<file path="src/rtl/lcd_pkg.sv">
// -----------------------------------------------------------------------------
// lcd_pkg
// Shared definitions for the LCD controller slice: register layouts for the
// timing, control and line-end registers, their bus addresses, and the
// panel power sequencer state encoding.
// -----------------------------------------------------------------------------
package lcd_pkg;

  // Register bus addresses of the timing registers.
  localparam logic [31:0] LCD_TIMH_ADDR = 32'hFFE1_0000;
  localparam logic [31:0] LCD_TIMV_ADDR = 32'hFFE1_0004;

  // Horizontal timing: back porch, front porch, sync width, pixels per line.
  typedef struct packed {
    logic [7:0] hbp;
    logic [7:0] hfp;
    logic [7:0] hsw;
    logic [7:0] ppl;
  } LCD_TIMH;

  // Vertical timing: back porch, front porch, sync width, lines per panel.
  typedef struct packed {
    logic [7:0] vbp;
    logic [7:0] vfp;
    logic [5:0] vsw;
    logic [9:0] lpp;
  } LCD_TIMV;

  // Panel control register.
  typedef struct packed {
    logic [19:0] rsvd;
    logic        pwr;
    logic        bepo;
    logic        bebo;
    logic        bgr;
    logic        dual;
    logic        mono8;
    logic        tft;
    logic        bw;
    logic [2:0]  bpp;
    logic        en;
  } LCD_CTRL;

  // Line-end signal control register.
  typedef struct packed {
    logic [14:0] rsvd_hi;
    logic        le_en;
    logic [8:0]  rsvd_lo;
    logic [6:0]  led;
  } LCD_LE;

  // Power sequencer states; the encoding is visible on the status readback.
  typedef enum logic [1:0] {
    OFF         = 2'd0,
    PWR_UP_WAIT = 2'd1,
    ON          = 2'd2,
    PWR_DN_WAIT = 2'd3
  } PWR_STATE;

endpackage

</file>
<file path="src/rtl/lcd_power_seq_if.sv">
// -----------------------------------------------------------------------------
// lcd_power_seq_if
// Groups the sequencer's control/register-bus side and its outputs towards
// timing_control.
//   master : drives on_req, frame_start and the TIMH/TIMV write strobes/data,
//            observes the panel controls, active timing values and status.
//   slave  : the lcd_power_seq side of the same signals.
// -----------------------------------------------------------------------------
interface lcd_power_seq_if;
  import lcd_pkg::*;

  logic        on_req;
  logic        frame_start;
  logic        timh_wr;
  LCD_TIMH     timh_wdata;
  logic        timv_wr;
  LCD_TIMV     timv_wdata;

  logic        lcd_en;
  logic        lcd_pwr;
  LCD_TIMH     timh_active;
  LCD_TIMV     timv_active;
  logic        upd_pending;
  logic        seq_busy;
  logic [1:0]  seq_state;

  modport master (
    output on_req, frame_start, timh_wr, timh_wdata, timv_wr, timv_wdata,
    input  lcd_en, lcd_pwr, timh_active, timv_active, upd_pending, seq_busy,
           seq_state
  );

  modport slave (
    input  on_req, frame_start, timh_wr, timh_wdata, timv_wr, timv_wdata,
    output lcd_en, lcd_pwr, timh_active, timv_active, upd_pending, seq_busy,
           seq_state
  );

endinterface

</file>
<file path="src/rtl/lcd_timing_shadow.sv">
// -----------------------------------------------------------------------------
// lcd_timing_shadow
// Pending/active register pair for LCD_TIMH and LCD_TIMV. Software writes land
// in the pending copies; both active copies are refreshed together when an
// update is pending and the transfer enable is high, so the timing generator
// never sees a half-updated pair.
// Ports:
//   cclk, rst              clock, asynchronous active-high reset
//   timh_wr / timh_wdata   pending TIMH write
//   timv_wr / timv_wdata   pending TIMV write
//   xfer_en                transfer window (panel off, or frame boundary)
//   timh_active/timv_active values in use by timing_control
//   upd_pending            a written value is not yet active
// -----------------------------------------------------------------------------
module lcd_timing_shadow
  import lcd_pkg::*;
(
  input  logic    cclk,
  input  logic    rst,
  input  logic    timh_wr,
  input  LCD_TIMH timh_wdata,
  input  logic    timv_wr,
  input  LCD_TIMV timv_wdata,
  input  logic    xfer_en,
  output LCD_TIMH timh_active,
  output LCD_TIMV timv_active,
  output logic    upd_pending
);

  LCD_TIMH timh_pend;
  LCD_TIMV timv_pend;
  logic    xfer;

  assign xfer = upd_pending & xfer_en;

  always_ff @(posedge cclk or posedge rst) begin
    if (rst) begin
      timh_pend   <= '0;
      timv_pend   <= '0;
      timh_active <= '0;
      timv_active <= '0;
      upd_pending <= 1'b0;
    end else begin
      // NOTE: non-blocking assignments mean the transfer below copies the
      // pending value from before this edge, so a write coinciding with a
      // transfer stays pending instead of slipping straight into active.
      if (xfer) begin
        timh_active <= timh_pend;
        timv_active <= timv_pend;
      end
      if (timh_wr) timh_pend <= timh_wdata;
      if (timv_wr) timv_pend <= timv_wdata;

      if (timh_wr || timv_wr) upd_pending <= 1'b1;
      else if (xfer)          upd_pending <= 1'b0;
    end
  end

endmodule

</file>
<file path="src/rtl/lcd_power_seq.sv">
// -----------------------------------------------------------------------------
// lcd_power_seq
// LCD panel power sequencer and timing-register double buffer (cclk domain).
// Raises lcd_en, waits PWR_DLY cycles, then raises lcd_pwr; on power-down drops
// lcd_pwr, waits PWR_DLY cycles, then drops lcd_en. A power-up can be aborted
// before lcd_pwr rises; a power-down always runs to completion.
// Parameters:
//   PWR_DLY  enable-to-power delay in cclk cycles, 1..65535
//   CNT_W    delay counter width, must hold PWR_DLY-1
// Ports:
//   cclk, rst  clock, asynchronous active-high reset
//   bus        slave side of lcd_power_seq_if (requests, register writes,
//              panel controls, active timing, status)
// -----------------------------------------------------------------------------
module lcd_power_seq
  import lcd_pkg::*;
#(
  parameter int unsigned PWR_DLY = 1000,
  parameter int unsigned CNT_W   = 16
) (
  input  logic          cclk,
  input  logic          rst,
  lcd_power_seq_if.slave bus
);

  // The counter runs PWR_DLY-1 down to 0, so the wait state lasts exactly
  // PWR_DLY cycles including the cycle on which the counter reads zero.
  localparam logic [CNT_W-1:0] CNT_LOAD = CNT_W'(PWR_DLY - 1);
  localparam logic [CNT_W-1:0] CNT_ONE  = CNT_W'(1);

  PWR_STATE         state;
  logic [CNT_W-1:0] cnt;
  logic             lcd_en_q;
  logic             lcd_pwr_q;
  logic             seq_busy_q;
  logic             xfer_en;

  always_ff @(posedge cclk or posedge rst) begin
    if (rst) begin
      state      <= OFF;
      cnt        <= '0;
      lcd_en_q   <= 1'b0;
      lcd_pwr_q  <= 1'b0;
      seq_busy_q <= 1'b0;
    end else begin
      case (state)
        OFF: begin
          if (bus.on_req) begin
            state      <= PWR_UP_WAIT;
            cnt        <= CNT_LOAD;
            lcd_en_q   <= 1'b1;
            seq_busy_q <= 1'b1;
          end
        end

        PWR_UP_WAIT: begin
          if (!bus.on_req) begin
            // Abort: power was never applied, so enable can drop at once.
            state      <= OFF;
            lcd_en_q   <= 1'b0;
            seq_busy_q <= 1'b0;
          end else if (cnt == '0) begin
            state      <= ON;
            lcd_pwr_q  <= 1'b1;
            seq_busy_q <= 1'b0;
          end else begin
            cnt <= cnt - CNT_ONE;
          end
        end

        ON: begin
          if (!bus.on_req) begin
            state      <= PWR_DN_WAIT;
            cnt        <= CNT_LOAD;
            lcd_pwr_q  <= 1'b0;
            seq_busy_q <= 1'b1;
          end
        end

        PWR_DN_WAIT: begin
          // on_req is deliberately ignored: the panel must see the full
          // power-off delay before enable is removed.
          if (cnt == '0) begin
            state      <= OFF;
            lcd_en_q   <= 1'b0;
            seq_busy_q <= 1'b0;
          end else begin
            cnt <= cnt - CNT_ONE;
          end
        end

        default: begin
          state      <= OFF;
          lcd_en_q   <= 1'b0;
          lcd_pwr_q  <= 1'b0;
          seq_busy_q <= 1'b0;
        end
      endcase
    end
  end

  // Timing updates are safe whenever the panel is off, otherwise only at the
  // start of a frame.
  assign xfer_en = (state == OFF) | bus.frame_start;

  lcd_timing_shadow u_shadow (
    .cclk        (cclk),
    .rst         (rst),
    .timh_wr     (bus.timh_wr),
    .timh_wdata  (bus.timh_wdata),
    .timv_wr     (bus.timv_wr),
    .timv_wdata  (bus.timv_wdata),
    .xfer_en     (xfer_en),
    .timh_active (bus.timh_active),
    .timv_active (bus.timv_active),
    .upd_pending (bus.upd_pending)
  );

  assign bus.lcd_en    = lcd_en_q;
  assign bus.lcd_pwr   = lcd_pwr_q;
  assign bus.seq_busy  = seq_busy_q;
  assign bus.seq_state = state;

endmodule

</file>
<file path="src/flat_wrapper.sv">
// flat-port wrapper written by rule: the top's interface ports become plain ports
module lcd_power_seq_flat import lcd_pkg::*;
#(
  parameter int unsigned PWR_DLY = 1000,
  parameter int unsigned CNT_W   = 16
)
  (cclk, rst, bus_on_req, bus_frame_start, bus_timh_wr, bus_timh_wdata, bus_timv_wr, bus_timv_wdata, bus_lcd_en, bus_lcd_pwr, bus_timh_active, bus_timv_active, bus_upd_pending, bus_seq_busy, bus_seq_state);
  lcd_power_seq_if bus_i ();
  input  logic cclk;
  input  logic rst;
  input wire logic [$bits(bus_i.on_req)-1:0] bus_on_req;
  input wire logic [$bits(bus_i.frame_start)-1:0] bus_frame_start;
  input wire logic [$bits(bus_i.timh_wr)-1:0] bus_timh_wr;
  input wire logic [$bits(bus_i.timh_wdata)-1:0] bus_timh_wdata;
  input wire logic [$bits(bus_i.timv_wr)-1:0] bus_timv_wr;
  input wire logic [$bits(bus_i.timv_wdata)-1:0] bus_timv_wdata;
  output wire logic [$bits(bus_i.lcd_en)-1:0] bus_lcd_en;
  output wire logic [$bits(bus_i.lcd_pwr)-1:0] bus_lcd_pwr;
  output wire logic [$bits(bus_i.timh_active)-1:0] bus_timh_active;
  output wire logic [$bits(bus_i.timv_active)-1:0] bus_timv_active;
  output wire logic [$bits(bus_i.upd_pending)-1:0] bus_upd_pending;
  output wire logic [$bits(bus_i.seq_busy)-1:0] bus_seq_busy;
  output wire logic [$bits(bus_i.seq_state)-1:0] bus_seq_state;
  assign bus_i.on_req = bus_on_req;
  assign bus_i.frame_start = bus_frame_start;
  assign bus_i.timh_wr = bus_timh_wr;
  assign bus_i.timh_wdata = bus_timh_wdata;
  assign bus_i.timv_wr = bus_timv_wr;
  assign bus_i.timv_wdata = bus_timv_wdata;
  assign bus_lcd_en = bus_i.lcd_en;
  assign bus_lcd_pwr = bus_i.lcd_pwr;
  assign bus_timh_active = bus_i.timh_active;
  assign bus_timv_active = bus_i.timv_active;
  assign bus_upd_pending = bus_i.upd_pending;
  assign bus_seq_busy = bus_i.seq_busy;
  assign bus_seq_state = bus_i.seq_state;
  lcd_power_seq #(.PWR_DLY(PWR_DLY), .CNT_W(CNT_W)) u_core (.cclk(cclk), .rst(rst), .bus(bus_i));
endmodule
</file>
<file path="config.mk">
export PLATFORM = sky130hd
export DESIGN_NAME = lcd_power_seq_flat
export DESIGN_NICKNAME = d
export VERILOG_FILES = /design/src/rtl/lcd_pkg.sv /design/src/rtl/lcd_power_seq_if.sv /design/src/rtl/lcd_timing_shadow.sv /design/src/rtl/lcd_power_seq.sv /design/src/flat_wrapper.sv
export SDC_FILE = /design/constraint.sdc
export NUM_CORES = 1
export LEC_CHECK = 0
export BUFFER_PORTS_ARGS = -buffer_cell sky130_fd_sc_hd__buf_2
export CELL_PAD_IN_SITES_DETAIL_PLACEMENT = 0
export CELL_PAD_IN_SITES_GLOBAL_PLACEMENT = 2
export CORE_MARGIN = 10
export CORE_UTILIZATION = 39
export CTS_CLUSTER_DIAMETER = 40
export DETAILED_ROUTE_END_ITERATION = 8
export PLACE_DENSITY_LB_ADDON = 0.1
export SYNTH_ARGS = -nofsm -noshare
export SYNTH_HDL_FRONTEND = slang
export SYNTH_SLANG_ARGS = --single-unit
</file>
<file path="constraint.sdc">
create_clock -name cclk -period 12.3 [get_ports cclk]
set_input_delay 1.23 -clock cclk [delete_from_list [all_inputs] [get_ports cclk]]
set_output_delay 1.23 -clock cclk [all_outputs]
set_load 0.05 [all_outputs]
</file>
## Word level (Yosys, flattened, before mapping)

Cells that the tools add are included.

| storage, ports and cells | value |
|---|---|
| register bits after elaboration | 150 |
| bits of input ports | 70 |
| output and inout bits | 70 |

| cells by class | value |
|---|---|
| $add $sub $neg | 1 |
| eq/ne operators | 10 |
| mux-type cells | 24 |
| bitwise operators | 2 |
| reduce and logical (&&, ||, !) cells | 11 |

Operators by type and width:

| kind | number |
|---|---|
| $mux W16 | 4 |
| $pmux W16 S4 | 1 |
| $logic_not A16 Y1 | 1 |
| $sub A16 B1 Y16 const B | 1 |
| $reduce_and A4 Y1 | 3 |
| $mux W1 | 10 |
| $mux W2 | 5 |
| $ne A2 B2 Y1 const B | 4 |
| $pmux W2 S4 | 1 |
| $eq A2 B2 Y1 const B | 2 |
| $ne A2 B1 Y1 const B | 2 |
| $pmux W1 S4 | 1 |
| $reduce_bool A2 Y1 | 2 |
| $ne A3 B2 Y1 const B | 1 |
| $pmux W1 S3 | 1 |
| $reduce_and A3 Y1 | 1 |
| $reduce_bool A3 Y1 | 1 |
| $eq A2 B1 Y1 const B | 1 |
| $logic_not A2 Y1 | 1 |
| $pmux W1 S2 | 1 |
| $reduce_and A2 Y1 | 1 |
| $and A1 B1 Y1 | 1 |
| $logic_or A1 B1 Y1 | 1 |
| $or A1 B1 Y1 | 1 |

## Depth between registers and ports, before layout

Gate-level depths: netlist of the first run.

| logic depth | value |
|---|---|
| depth in word-level cells | 5 |
| mapped depth | 7 |

## Cells and area by module

Synthesis of the first run repeated with hierarchy kept, for this count alone.

| unflattened totals | value |
|---|---|
| cell total of the unflattened synthesis | 423 |
| area, all modules | 6147.1 µm² |

Modules (own cells, without submodules):

| module | times used | cells each | area an instance (µm²) | seq. area each (µm²) |
|---|---|---|---|---|
| lcd_timing_shadow | 1 | 276 | 4838.4 | 3228.1 |
| lcd_power_seq | 1 | 147 | 1308.8 | 525.5 |

## Worst setup path after synthesis of the first run

OpenSTA, ideal clock, no wires.

| path | value |
|---|---|
| path type | input-to-reg |
| start point | input port bus_on_req |
| end point | register u_core.cnt[14] |
| arrival time | 2.323 ns |
| data required time | 12.222 ns |
| setup slack | 9.900 ns |
| stages on the path | 5 |
| buffers on the path | 1 |
| path through | or2_1 > clkbuf_1 > nand4_1 > or4_1 > a21oi_1 |

| on the way | value |
|---|---|
| word-level cells in the longest chain between the ends | 2 |
| elaborated cells between the ends (all ways) | 4 |
| those cells by class | eq/ne (3); reduce/logical (1) |

Ends and longest elaborated chain:

| what | RTL line | text |
|---|---|---|
| start: declaration | flat_wrapper.sv:11 | `input wire logic [$bits(bus_i.on_req)-1:0] bus_on_req;` |
| $ne A2 B2 Y1 (no line) | n/a |  |
| $reduce_and A3 Y1 (no line) * | n/a |  |
| end signal: assignment | lcd_power_seq.sv:67 | `cnt <= cnt - CNT_ONE;` |
| end signal: assignment | lcd_power_seq.sv:88 | `cnt <= cnt - CNT_ONE;` |
| end: declaration | lcd_power_seq.sv:32 | `logic [CNT_W-1:0] cnt;` |

Mark *: on every way between the ends. The rest lies on a longest branch, timed or not.
A chain may end at the register's enable or synchronous reset.

## Worst setup path in the final report of the first run

| path | value |
|---|---|
| start point | register u_core.state[0], in the netlist u_core.bus.seq_state[0] |
| end point | output port bus_seq_state[0] |

RTL lines:

| what | RTL line | text |
|---|---|---|
| start: declaration | lcd_power_seq.sv:31 | `PWR_STATE state;` |
| start signal: assignment | lcd_power_seq.sv:40 | `state <= OFF;` |
| start signal: assignment | lcd_power_seq.sv:49 | `state <= PWR_UP_WAIT;` |
| start signal: assignment | lcd_power_seq.sv:59 | `state <= OFF;` |
| end: declaration | flat_wrapper.sv:23 | `output wire logic [$bits(bus_i.seq_state)-1:0] bus_seq_state;` |

No word-level cell between the ends.

==> results of run 1 <==
-- flip-flops by register name, indices dropped and copies added (netlist names), named ones only --
name	count
u_core.u_shadow.timv_active	32
u_core.cnt	16
u_core.u_shadow.timh_pend	32
u_core.bus.seq_state	1
u_core.bus.lcd_pwr	1
u_core.u_shadow.timv_pend	32
u_core.bus.lcd_en	1
u_core.u_shadow.upd_pending	1
u_core.bus.seq_busy	1
u_core.u_shadow.timh_active	32
-- layout make-up --
type                       instances  share of cell area (%)
sequential                       150                    50.4
multi-input combinational        229                    28.5
timing repair buffer             141                    9.54
clock buffer                      25                    6.52
tap                              188                    3.16
clock inverter                     7                    1.58
inverter                           4                   0.269
antenna                            1                  0.0336
-- cell families (layout without fill, tap and decap cells) --
family                   Yosys count  after routing  synth area share, %
AO/OA/AOI/OAI                     25             25                 2.70
XOR/XNOR                           1              1                0.147
adder cells (fa/ha/maj)            1              1                0.209
buffers and inverters             24            177                 1.78
flip-flops                       150            150                 62.8
multiplexers                     133            133                 25.0
other                              0              1                    0
AND/OR/NAND/NOR                   69             69                 7.37
-- worst max path at each step --
| stage | to | slack (ns) |
|---|---|---|
| floorplan | asynchronous set/reset pin | 7.03 |
| global placement | u_core.u_shadow.timv_pend[14] | 9.42 |
| detailed placement | u_core.u_shadow.timv_pend[11] | 9.35 |
| CTS | bus_seq_state[0] | 9.76 |
| global route | u_core.u_shadow.timv_pend[20] | 9.57 |
| finish | bus_seq_state[0] | 9.75 |
-- through the flow --
| step | utilization, % | total power, mW |
|---|---|---|
| 3_5_place_dp | 45.4 | 1.01 |
| 3_3_place_gp | 45.4 | 0.997 |
| 2_1_floorplan | - | 0.903 |
| 4_1_cts | 49.4 | 1.54 |
| 5_1_grt | 49.4 | 1.60 |
| 6_report | 49.4 | 1.52 |
-- per-layer routing --
layer	global-route usage, %	share of wire (%)	up-vias
met1	16.8	45	1893
li1	-	-	1733
met3	4.79	7.4	16
met2	20.3	47	105
met4	5.59	1.5	0
met5	0	0	-
-- power breakdown --
group / leakage, nW / total, mW / internal (mW) / switching [mW]
Clock: 0.296 / 0.527 / 0.336 / 0.191
Combinational: 1.32 / 0.360 / 0.110 / 0.249
Sequential: 1.76 / 0.631 / 0.576 / 0.0548
Total: 3.38 / 1.52 / 1.02 / 0.496
-- cells in the final DEF (no fill, tap or decap), types with 5 or more instances in the layout --
master	instances
clkbuf_1	5
nor4_1	6
clkbuf_16	17
buf_2	139
nand2_1	9
dfrtp_1	150
mux2_1	118
nor2_1	8
mux2i_1	5
nand3_1	5
o31ai_1	5
or4_1	7
nand2b_1	8
mux2_2	10
==> results.tsv, run 1 <==
metric	value	unit
Setup Crit Path Kind	reg -> out	
CTS clk-pin slew, worst paths	0.06	ns
CP Cell Sequence	buf_2	
post-synth top area share	62.8	%
io pins	140	
PD cells	204	nW/um2
TritonCTS clock tree	done	
Avg Inst Size Synth	14.8	um2
Worst path depth	1	
WL/cell	17.8	um
worst reg2reg setup slack	10.00	ns
largest net degree at the start of global routing	87	
Leakage	3.38	nW
Post-synth top cells	dfrtp_1, mux2_1, clkbuf_1, mux2_2, nand2_1	
Area after DPL	6850	um2
Die ar.	20700	um2
first-pass GRT wire length	21500	um
Crit Path Max Fanout	10	
ANT nets after route	0	
grt ovf	0	
Final min period	2.55	ns
Initial DRC Count	180	
Slew Limit Headroom	29.7	%
Mapped Cells	403	
number of synthesized flops with an enable pin	0	
library cell with the highest instance count after synthesis	dfrtp_1	
Buf+Inv Stages, Crit Path	1	
Pre-Repair DR Iteration Count	5	
dpl ws	9.35	ns
max-cap violation count	0	
hold depth	1	
FILL cells	1339	
initial antenna violation count	0	
async set-reset flop share out of synthesis	100	%
worst-case reg-to-reg path depth	6	
Crit path max-delay family	flip-flops	
Seq cells post-synth	150	
Primary FF master, synth	dfrtp_1	
setup slack after layout	9.75	ns
via/cell ratio	5.03	
RD Place Congestion	0.720	
area occupied by multi-input gates	2130	um2
final hold vios	0	
Final #Nets	614	
Yosys cell types	44	
sink count of the clock tree	150	
unrepaired setup endpoints after global routing	false	
area grow syn2layout	24.7	%
CP Capture Type	output pin	
VDD IR max	0.0929	mV
fin. max-slew vios	0	
CTS root buf	clkbuf_16	
share of layout cells above drive strength 1	33.5	%
data required time of the critical path	11.07	ns
hold_sp	u_core.u_shadow.timv_pend[16]	
final worst-path cycle share	20.7	%
post-DP HPWL	9260	um
# Post-CTS Setup Buffers	0	
final setup vio count	0	
CP max stage cell	dfrtp_1	
Worst Max-Slew Pin Slew	1.05	ns
setup tns final	0	ns
Mapped Area	5970	um2
Seq/Total Area, Yosys	62.8	%
Post-Syn Nets	474	
H-Tree Depth	4	
fin cells	745	
RR Startpoint	u_core.cnt[0]	
Resize count post-CTS	0	
Die Wd	144	um
CTS Buffer Depth	2	
via count	3747	
crit path DAT	1.32	ns
wire length after detailed routing	13300	um
Final Skew	0.00932	ns
placed cells	712	
number of global-route vias before repair	4018	
Hold WS	0.475	ns
Sequential cell area	3750	um2
Max Freq	0.392	GHz
top cells by area, synth	dfrtp_1, mux2_1, mux2_2	
type of the worst min-delay path	reg -> reg	
Starting Density	39.6	%
Post-route DRC	0	
Site Rows	45	
hold_buf cts	0	
Overall Global Routing Usage	13.3	%
CP startpoint	u_core.bus.seq_state[0]	
peak per-stage delay on the critical path	0.56	ns
CP startpoint kind	register	
hold worst-path end	u_core.u_shadow.timv_active[16]	
IO buf count	139	
Die Span Y	144	um
Clock Latency Late Sink	0.42	ns
final instance area	7450	um2
Reg-to-Reg End	u_core.cnt[1]	
leading area contributor after synthesis	dfrtp_1	
status	completed	
CTS buffer count	17	
Yosys warnings	0	
Core Region	15100	um2
No activity file was read; power rests on OpenSTA's default activity.
==> run 2: changes to the inputs <==
--- a/config.mk
+++ b/config.mk
@@ -9,7 +9,7 @@
 export CELL_PAD_IN_SITES_DETAIL_PLACEMENT = 0
 export CELL_PAD_IN_SITES_GLOBAL_PLACEMENT = 2
 export CORE_MARGIN = 10
-export CORE_UTILIZATION = 39
+export CORE_UTILIZATION = 37
 export CTS_CLUSTER_DIAMETER = 40
 export DETAILED_ROUTE_END_ITERATION = 8
 export PLACE_DENSITY_LB_ADDON = 0.1
==> constraint.sdc (replaced) <==
create_clock -name cclk -period 2.41 [get_ports cclk]
set_input_delay 0.241 -clock cclk [delete_from_list [all_inputs] [get_ports cclk]]
set_output_delay 0.241 -clock cclk [all_outputs]
set_load 0.05 [all_outputs]
==> run 2 against run 1 <==
Against the previous run: total power rose to 5.1 times the previous value; non-clock buffer count increased by 12; sequential power rose to 5.1 times the previous value; setup slack worse by 9.6 ns; count of clock-buffer cells in the layout is 3 lower; register-to-register slack worse by 9.8 ns; clock skew down 0.0018 ns; sequential share of layout area down 0.95 points; hold slack lost 0.44 ns; cell count rose by 5.2%; core utilization shrank 1.4 points; critical path type is now reg -> reg; critical endpoint is now u_core.cnt[1]; largest cell class unchanged; largest power group unchanged; highest routed layer unchanged.
==> results.tsv, run 2 (same netlist as run 1, synthesis figures left out) <==
metric	value	unit	change
status	completed		unchanged
hold depth	2		was 1
area grow syn2layout	27.1	%	was 24.7%
Final min period	2.21	ns	
CTS clk-pin slew, worst paths	0.06	ns	about the same
final setup vio count	0		unchanged
CP Capture Type	register		was output pin
first-pass GRT wire length	22300	um	was 21500 um
CTS root buf	clkbuf_16		unchanged
Setup Crit Path Kind	reg -> reg		was reg -> out
IO buf count	139		unchanged
Worst Max-Slew Pin Slew	0.850	ns	was 1.05 ns
Final #Nets	626		was 614
peak per-stage delay on the critical path	0.58	ns	was 0.56 ns
Leakage	3.43	nW	was 3.38 nW
largest net degree at the start of global routing	59		was 87
final worst-path cycle share	91.8	%	
CP max stage cell	or4_4		was dfrtp_1
commonest cells after routing, fill and taps aside	dfrtp_1, buf_2, mux2_1		unchanged
Power Total	7.71	mW	was 1.52 mW
VDD IR max	0.452	mV	was 0.0929 mV
share of layout cells above drive strength 1	35.2	%	was 33.5%
Clock Latency Late Sink	0.41	ns	was 0.42 ns
via/cell ratio	4.79		was 5.03
unrepaired setup endpoints after global routing	false		unchanged
H-Tree Depth	4		unchanged
CTS buffer count	17		unchanged
post-DP HPWL	9740	um	was 9260 um
via count	3754		was 3747
type of the worst min-delay path	in -> reg		was reg -> reg
max-cap violation count	0		unchanged
fin. max-slew vios	0		unchanged
worst-case reg-to-reg path depth	6		unchanged
Core Region	15800	um2	was 15100 um2
Max Freq	0.452	GHz	
Die Span Y	147	um	was 144 um
Resize count post-CTS	0		unchanged
WL/cell	17.2	um	was 17.8 um
number of global-route vias before repair	4077		was 4018
Crit Path Max Fanout	5		was 10
data required time of the critical path	2.75	ns	was 11.07 ns
wire length after detailed routing	13500	um	was 13300 um
crit path DAT	2.55	ns	was 1.32 ns
Die ar.	21600	um2	was 20700 um2
RD Place Congestion	0.712		was 0.720
Die Wd	147	um	was 144 um
Initial DRC Count	168		was 180
Slew Limit Headroom	43.3	%	was 29.7%
sink count of the clock tree	150		unchanged
Core Util, Final	48.0	%	was 49.4%
Pre-Repair DR Iteration Count	4		was 5
setup tns final	0	ns	unchanged
CTS Buffer Depth	2		unchanged
initial antenna violation count	0		unchanged
Starting Density	37.7	%	was 39.6%
CP Cell Sequence	inv_1, ha_1, or3b_2, or4_4, and3_1, a2bb2oi_1		was buf_2
Ant. Diodes	0		was 1
CP startpoint kind	register		unchanged
final hold vios	0		unchanged
Hold WS	0.0391	ns	was 0.475 ns
io pins	140		unchanged
Final Skew	0.00748	ns	was 0.00932 ns
most common cell after layout, fill and taps aside	dfrtp_1		unchanged
Post-route DRC	0		unchanged
Overall Global Routing Usage	13.0	%	was 13.3%
TritonCTS clock tree	done		unchanged
Site Rows	46		was 45
grt ovf	0		unchanged
ANT nets after route	0		unchanged
PD cells	1020	nW/um2	was 204 nW/um2
==> run 2: cell types whose count changed in the layout (fill, tap and decap cells not counted), moves of 2 or more <==
cell / change
clkbuf_1: -3
clkinv_4: +3
buf_12: +2
buf_4: +9
inv_6: -2
clkinvlp_4: +4
==> run 2: area by class of cell <==
| cell class | count | area (um2) |
|---|---|---|
| fill | 1424 | 8230 |
| sequential | 150 | 3750 |
| multi-input combinational | 229 | 2130 |
| timing repair buffer | 153 | 828 |
| clock buffer | 22 | 474 |
| tap | 216 | 270 |
| clock inverter | 10 | 123 |
| inverter | 4 | 18.8 |
==> run 2: worst max-delay path, delay by kind of cell (launching register included) <==
| family | cells | cell delay, ns |
|---|---|---|
| AND/OR/NAND/NOR | 3 | 1.28 |
| adder cells (fa/ha/maj) | 1 | 0.23 |
| buffers and inverters | 1 | 0.10 |
| AO/OA/AOI/OAI | 1 | 0.14 |
| flip-flops | 1 | 0.39 |
==> run 2: final timing paths <==
| path | to | slack (ns) | startpoint |
|---|---|---|---|
| setup / recovery | u_core.cnt[1] | 0.20 | u_core.cnt[0] |
| max in group asynchronous | u_core.u_shadow.timh_pend[17] | 1.09 | rst |
| hold / removal | u_core.u_shadow.timv_pend[26] | 0.04 | bus_timv_wdata[26] |
| hold reg to reg | u_core.u_shadow.timh_active[4] | 0.47 | u_core.u_shadow.timh_pend[4] |
| min in group asynchronous | u_core.u_shadow.timh_active[7] | 0.49 | rst |
| setup reg to reg | u_core.cnt[1] | 0.20 | u_core.cnt[0] |
==> run 2: what timing repair did <==
action | CTS | global route
setup buffers | 0 | 0
hold buffers | 1 | 0
endpoints found under the hold margin | 27 | 0
==> run 2: per-layer routing <==
metal / share of wire [%] / global-route usage, % / up-vias / routed length, um
li1: - / - / 1765 / -
met3: 6.6 / 4.88 / 15 / 895
met5: 0 / 0 / - / 0
met1: 45 / 15.9 / 1879 / 6000
met4: 1.4 / 4.76 / 0 / 187
met2: 47 / 20.4 / 95 / 6380
==> run 2: power by group <==
group / switching [mW] / internal (mW)
Combinational: 1.28 / 0.589
Sequential: 0.269 / 2.94
Clock: 1.02 / 1.61
==> run 2: stage by stage <==
| step | worst slack, ns | cells | instance area (um2) |
|---|---|---|---|
| finish | 0.198 | 784 | 7590 |
| detailed placement | 0.220 | 751 | 6990 |
| floorplan | 0.249 | 403 | 5980 |
| CTS | 0.204 | 784 | 7590 |
| global placement | 0.239 | 751 | 6990 |
| global route | 0.0790 | 784 | 7590 |
